$ cat src/rtl/mda_motor_control_ramp.sv
// Duty-cycle slew limiter in front of the per-motor PWM generator.
// Moves duty_cycle toward the commanded target by at most STEP per update
// tick, forces direction reversals through a dwell at half-period, and drops
// the motor to drift if the command stream goes quiet for too long.
module mda_motor_control_ramp #(
  parameter int PERIOD_LENGTH = 16,
  parameter int STEP          = 16,
  parameter int UPDATE_DIV    = 1600,
  parameter int REV_DWELL     = 8,
  parameter int WD_TIMEOUT    = 16000000
) (
  input  logic                     clk,
  input  logic                     reset,
  input  logic [PERIOD_LENGTH-1:0] period,
  input  logic                     cmd_valid,
  input  logic [PERIOD_LENGTH-1:0] cmd_duty,
  input  logic                     cmd_on,
  output logic [PERIOD_LENGTH-1:0] duty_cycle,
  output logic                     on,
  output logic                     at_target,
  output logic                     wd_tripped
);

  localparam logic [1:0] S_IDLE  = 2'd0;
  localparam logic [1:0] S_RAMP  = 2'd1;
  localparam logic [1:0] S_DWELL = 2'd2;
  localparam logic [1:0] S_HOLD  = 2'd3;

  localparam int PRE_W = $clog2(UPDATE_DIV);
  localparam int DW_W  = (REV_DWELL > 1) ? $clog2(REV_DWELL) : 1;

  localparam logic [PRE_W-1:0]         PRE_LAST = PRE_W'(UPDATE_DIV - 1);
  localparam logic [DW_W-1:0]          DW_LAST  = DW_W'(REV_DWELL - 1);
  localparam logic [31:0]              WD_LAST  = 32'(WD_TIMEOUT - 1);
  localparam logic [PERIOD_LENGTH-1:0] STEP_V   = PERIOD_LENGTH'(STEP);

  // Saturate a value to an upper limit (used for the period clamp).
  function automatic logic [PERIOD_LENGTH-1:0] clamp_to(
    input logic [PERIOD_LENGTH-1:0] x,
    input logic [PERIOD_LENGTH-1:0] lim
  );
    return (x > lim) ? lim : x;
  endfunction

  // Side of the centre point: +1 forward, -1 reverse, 0 exactly centred.
  function automatic logic signed [1:0] side_of(
    input logic [PERIOD_LENGTH-1:0] x,
    input logic [PERIOD_LENGTH-1:0] half
  );
    if (x > half)      return 2'sd1;
    else if (x < half) return -2'sd1;
    else               return 2'sd0;
  endfunction

  // One bounded slew step from cur toward goal; lands exactly on goal when
  // within STEP so the ramp can never overshoot or wrap.
  function automatic logic [PERIOD_LENGTH-1:0] step_toward(
    input logic [PERIOD_LENGTH-1:0] cur,
    input logic [PERIOD_LENGTH-1:0] goal
  );
    if (goal > cur) return ((goal - cur) > STEP_V) ? (cur + STEP_V) : goal;
    else            return ((cur - goal) > STEP_V) ? (cur - STEP_V) : goal;
  endfunction

  logic [1:0]               state, state_n;
  logic [PERIOD_LENGTH-1:0] target, tgt_n, duty_n;
  logic                     on_n, at_n, wd_n;
  logic [PRE_W-1:0]         pre_cnt, pre_n;
  logic [31:0]              wd_cnt, wdc_n;
  logic [DW_W-1:0]          dwell_cnt, dw_n;
  logic                     from_above, from_n;

  logic [PERIOD_LENGTH-1:0] half, duty_c, tgt_c, cmd_tgt, eff, stepped;
  logic signed [1:0]        sd, st;
  logic                     tick, rev, pending_cmd;

  // Next-state logic: command > watchdog trip > per-state ramp behaviour.
  always_comb begin
    half        = period >> 1;
    duty_c      = clamp_to(duty_cycle, period);
    tgt_c       = clamp_to(target, period);
    cmd_tgt     = clamp_to(cmd_duty, period);
    tick        = (pre_cnt == PRE_LAST);
    sd          = side_of(duty_c, half);
    st          = side_of(tgt_c, half);
    rev         = (sd != 2'sd0) && (st != 2'sd0) && (sd != st);
    eff         = rev ? half : tgt_c;
    stepped     = step_toward(duty_c, eff);
    // While dwelling the duty sits at half, so the direction we came from
    // is remembered to decide whether a new command still needs the dwell.
    pending_cmd = from_above ? (cmd_tgt < half) : (cmd_tgt > half);

    state_n = state;
    duty_n  = duty_c;
    tgt_n   = tgt_c;
    on_n    = on;
    wd_n    = wd_tripped;
    pre_n   = tick ? '0 : pre_cnt + 1'b1;
    wdc_n   = on ? wd_cnt + 32'd1 : wd_cnt;
    dw_n    = dwell_cnt;
    from_n  = from_above;

    if (cmd_valid) begin
      tgt_n = cmd_tgt;
      pre_n = '0;
      wdc_n = '0;
      wd_n  = 1'b0;
      if (cmd_on) begin
        on_n = 1'b1;
        if (state == S_IDLE) duty_n = half;
        if ((state == S_DWELL) && pending_cmd) begin
          duty_n = half;
        end else begin
          state_n = S_RAMP;
          dw_n    = '0;
        end
      end else begin
        on_n    = 1'b0;
        duty_n  = half;
        state_n = S_IDLE;
      end
    end else if (on && (wd_cnt == WD_LAST)) begin
      on_n    = 1'b0;
      duty_n  = half;
      state_n = S_IDLE;
      wd_n    = 1'b1;
      wdc_n   = '0;
    end else begin
      case (state)
        S_IDLE: duty_n = half;
        S_RAMP: begin
          if (tick) begin
            duty_n = stepped;
            if (rev && (stepped == half)) begin
              state_n = S_DWELL;
              dw_n    = '0;
              from_n  = (sd == 2'sd1);
            end else if (stepped == tgt_c) begin
              state_n = S_HOLD;
            end
          end
        end
        S_DWELL: begin
          duty_n = half;
          if (tick) begin
            if (dwell_cnt == DW_LAST) begin
              state_n = S_RAMP;
              dw_n    = '0;
            end else begin
              dw_n = dwell_cnt + 1'b1;
            end
          end
        end
        default: ;
      endcase
    end

    at_n = (state_n == S_HOLD);
  end

  // Control and output registers with synchronous reset.
  always_ff @(posedge clk) begin
    if (reset) begin
      state      <= S_IDLE;
      duty_cycle <= '0;
      on         <= 1'b0;
      at_target  <= 1'b0;
      wd_tripped <= 1'b0;
      pre_cnt    <= '0;
      wd_cnt     <= '0;
      dwell_cnt  <= '0;
    end else begin
      state      <= state_n;
      duty_cycle <= duty_n;
      on         <= on_n;
      at_target  <= at_n;
      wd_tripped <= wd_n;
      pre_cnt    <= pre_n;
      wd_cnt     <= wdc_n;
      dwell_cnt  <= dw_n;
    end
  end

  // Latched target and dwell direction; only consulted outside IDLE.
  always_ff @(posedge clk) begin
    target     <= tgt_n;
    from_above <= from_n;
  end

endmodule

$ cat config.mk
export PLATFORM = sky130hd
export DESIGN_NAME = mda_motor_control_ramp
export DESIGN_NICKNAME = d
export VERILOG_FILES = /design/src/rtl/mda_motor_control_ramp.sv
export SDC_FILE = /design/constraint.sdc
export NUM_CORES = 1
export LEC_CHECK = 0
export BUFFER_PORTS_ARGS = -buffer_cell sky130_fd_sc_hd__buf_4
export CORE_MARGIN = 3
export CORE_UTILIZATION = 55
export DETAILED_ROUTE_END_ITERATION = 7
export PLACE_DENSITY = 0.73
export SYNTH_ARGS = -nofsm -noshare
export SYNTH_HDL_FRONTEND = slang
export SYNTH_SLANG_ARGS = --single-unit
$ cat constraint.sdc
create_clock -name clk -period 28.1 [get_ports clk]
set_input_delay 2.81 -clock clk [delete_from_list [all_inputs] [get_ports clk]]
set_output_delay 2.81 -clock clk [all_outputs]
set_load 0.01 [all_outputs]
==> impl_metrics.json <==
{
  "stdcell_area_mm2": 0.0112,
  "synth_cell_types": 89,
  "rsz0062_at_grt": "no",
  "synth.cell_area_mm2": 0.0104,
  "synth_top_cell_area_share": 0.162,
  "start_util": 0.569,
  "grtUsageTotal": 0.361,
  "post_cts_buffers": 0,
  "antenna_found_initial": 0,
  "place_congestion": 1.03,
  "insertion_delay_ns": 0.37,
  "critPathTopFamily": "compound AO/OA/AOI/OAI gates",
  "hold_path_end": "pre_cnt[0]$_SDFF_PP0_",
  "boundaryPins": 55,
  "timing.final.crit_share": 0.502,
  "synth-seq-area-share": 0.163,
  "diodes": 0,
  "syn2layout_area_growth_pct": 7.48,
  "cts.sinks": 84,
  "cp_max_fo": 52,
  "postLayoutCoreUtil": 0.612,
  "drv_cap": 0,
  "ant_nets": 0,
  "drive_gt1_frac": 0.118,
  "cts_root_buf": "clkbuf_16",
  "grt_pass1_wl_um": 57700,
  "yosys_register_bits": 84,
  "reg2reg_to": "at_target$_SDFF_PP0_",
  "drc": 0,
  "final-hold-violation-count": 0,
  "path_class": "input pin to register",
  "cp-start-kind": "input pin",
  "slowest_stage": "nor4b_1",
  "die_x_um": 144,
  "synth_edf_count": 1,
  "fin_setup_tns_ns": 0,
  "synth_flop_cell": "dfxtp_1",
  "outcome": "finished, final reports clean",
  "vias": 10700,
  "cts_buffers": 9,
  "critPathMostFrequentCell": "ha_1",
  "synth_area_per_cell_um2": 7.69,
  "worstPathRequired_ns": 28.40,
  "drt_iter0_drc": 1427,
  "slew_headroom": 0.257,
  "fmax_mhz": 70.8,
  "finalMaxSlewViolations": 0,
  "rows": 49,
  "gr-total-overflow": 0,
  "synth_fp_nets": 1525,
  "whs_path_depth": 1,
  "dp_hpwl_um": 28900,
  "firstDrtPassIters": 6,
  "h-tree-depth": 3,
  "avgViaCountPerCell": 6.73,
  "cts_tree": "done",
  "cp.depth": 36,
  "reg2reg_slack_ns": 16.48,
  "synth_most_common_cell": "ha_1",
  "power_density_mw_per_mm2": 69.5,
  "hold_path_class": "register to register",
  "die_h_um": 144,
  "holdWs_ns": 0.465,
  "fin_worst_skew_ns": 0.0158,
  "reg2reg_from": "duty_cycle[13]$_SDFF_PP0_",
  "cp.arrival_ns": 14.42,
  "timing.final.crit_period_ns": 14.12,
  "yosys-top-cells-count": "ha_1, nor2_1, a21oi_1",
  "cts-hold-fix-buffers": 0,
  "p_leak_nw": 4.59,
  "crit_path_end_kind": "register",
  "worst-path-buf-inv": 6,
  "r2r_cells": 34,
  "syn-instance-count": 1353,
  "routed_wirelength_um": 37600,
  "yosys_warnings": 0,
  "cpPeakStageDelay_ns": 0.78,
  "dieArea_mm2": 0.0206,
  "path_clk_slew_ns": 0.08,
  "dpl_cell_area_mm2": 0.0109,
  "yosysTopAreaCell": "ha_1",
  "final_nets": 1533,
  "max_slew.worst_pin.slew_ns": 1.11,
  "wl_per_cell_um": 23.6,
  "grt_max_degree": 53,
  "clk_path_buf_depth": 2,
  "synthArstFlopShare": 0,
  "first_global_vias": 9964,
  "cts_resized": 0,
  "portBuffers": 54,
  "ir_drop_mv": 0.0402,
  "hp-start": "pre_cnt[0]$_SDFF_PP0_",
  "setup_violations": 0,
  "synth.area.top_cells": "ha_1, dfxtp_1, xnor2_1",
  "core_mm2": 0.0183
}
[cells by family after synthesis]
group,count (synthesis),share of synthesized area
AND/OR/NAND/NOR,444,0.206
AO/OA/AOI/OAI,367,0.242
buffers and inverters,141,0.0557
adder cells (fa/ha/maj),136,0.164
XOR/XNOR,103,0.0867
flip-flops,84,0.163
multiplexers,78,0.0824
[power breakdown]
group          leakage [nW]  internal (W)  switching (W)
combinational          3.75      0.000193       0.000321
clock                 0.149     0.0000636      0.0000626
sequential            0.688      0.000127     0.00000927
[sequential cells by signal (all words and copies together) (netlist names)]
register    cells
target         16
wd_cnt         32
on              1
state           2
pre_cnt        11
dwell_cnt       3
duty_cycle     16
at_target       1
wd_tripped      1
from_above      1
[area by class of cell]
class / instances / area, um^2
inverters: 74 / 283
repair buffers: 64 / 480
clock buffers: 9 / 225
clock inverters: 7 / 76.3
multi-input cells: 1128 / 8140
flip-flops and latches: 84 / 1690
well taps: 229 / 287
fillers: 1686 / 7090
[per-layer routing]
metal / global-route usage / wire (um) / vias to the layer above
li1: - / - / 4993
met1: 0.501 / 16100 / 4971
met5: 0 / 0 / -
met4: 0.122 / 1390 / 0
met3: 0.0879 / 4240 / 121
met2: 0.549 / 15900 / 657
[through the flow]
step | worst slack, ns | power (W) | cells
2_1_floorplan | 15.65 | 0.000501 | 1353
3_5_place_dp | 13.93 | 0.000631 | 1579
4_1_cts | 14.27 | 0.000759 | 1595
6_report | 13.98 | 0.000777 | 1595
3_3_place_gp | 14.03 | 0.000635 | 1579
5_1_grt | 13.35 | 0.000821 | 1595
[placed cells by master, fill, tap and decap left out, types with 27 or more instances in the layout]
cell	instances
mux2_2	53
buf_4	64
nand2_1	105
a21oi_1	116
nand3_1	45
o21ai_0	53
nand4_1	33
ha_1	135
dfxtp_1	83
nor2_1	132
xnor2_1	76
inv_1	68
xor2_1	27
[worst max-delay path by stage]
stage	start	endpoint
after floorplan	period[5]	dwell_cnt[0]$_SDFFE_PP0P_
after global placement	period[13]	dwell_cnt[0]$_SDFFE_PP0P_
after detailed placement	period[4]	dwell_cnt[0]$_SDFFE_PP0P_
after CTS	period[4]	dwell_cnt[0]$_SDFFE_PP0P_
after global routing	period[13]	dwell_cnt[0]$_SDFFE_PP0P_
final	period[15]	at_target$_SDFF_PP0_
Power figures use the tool's default switching activity.
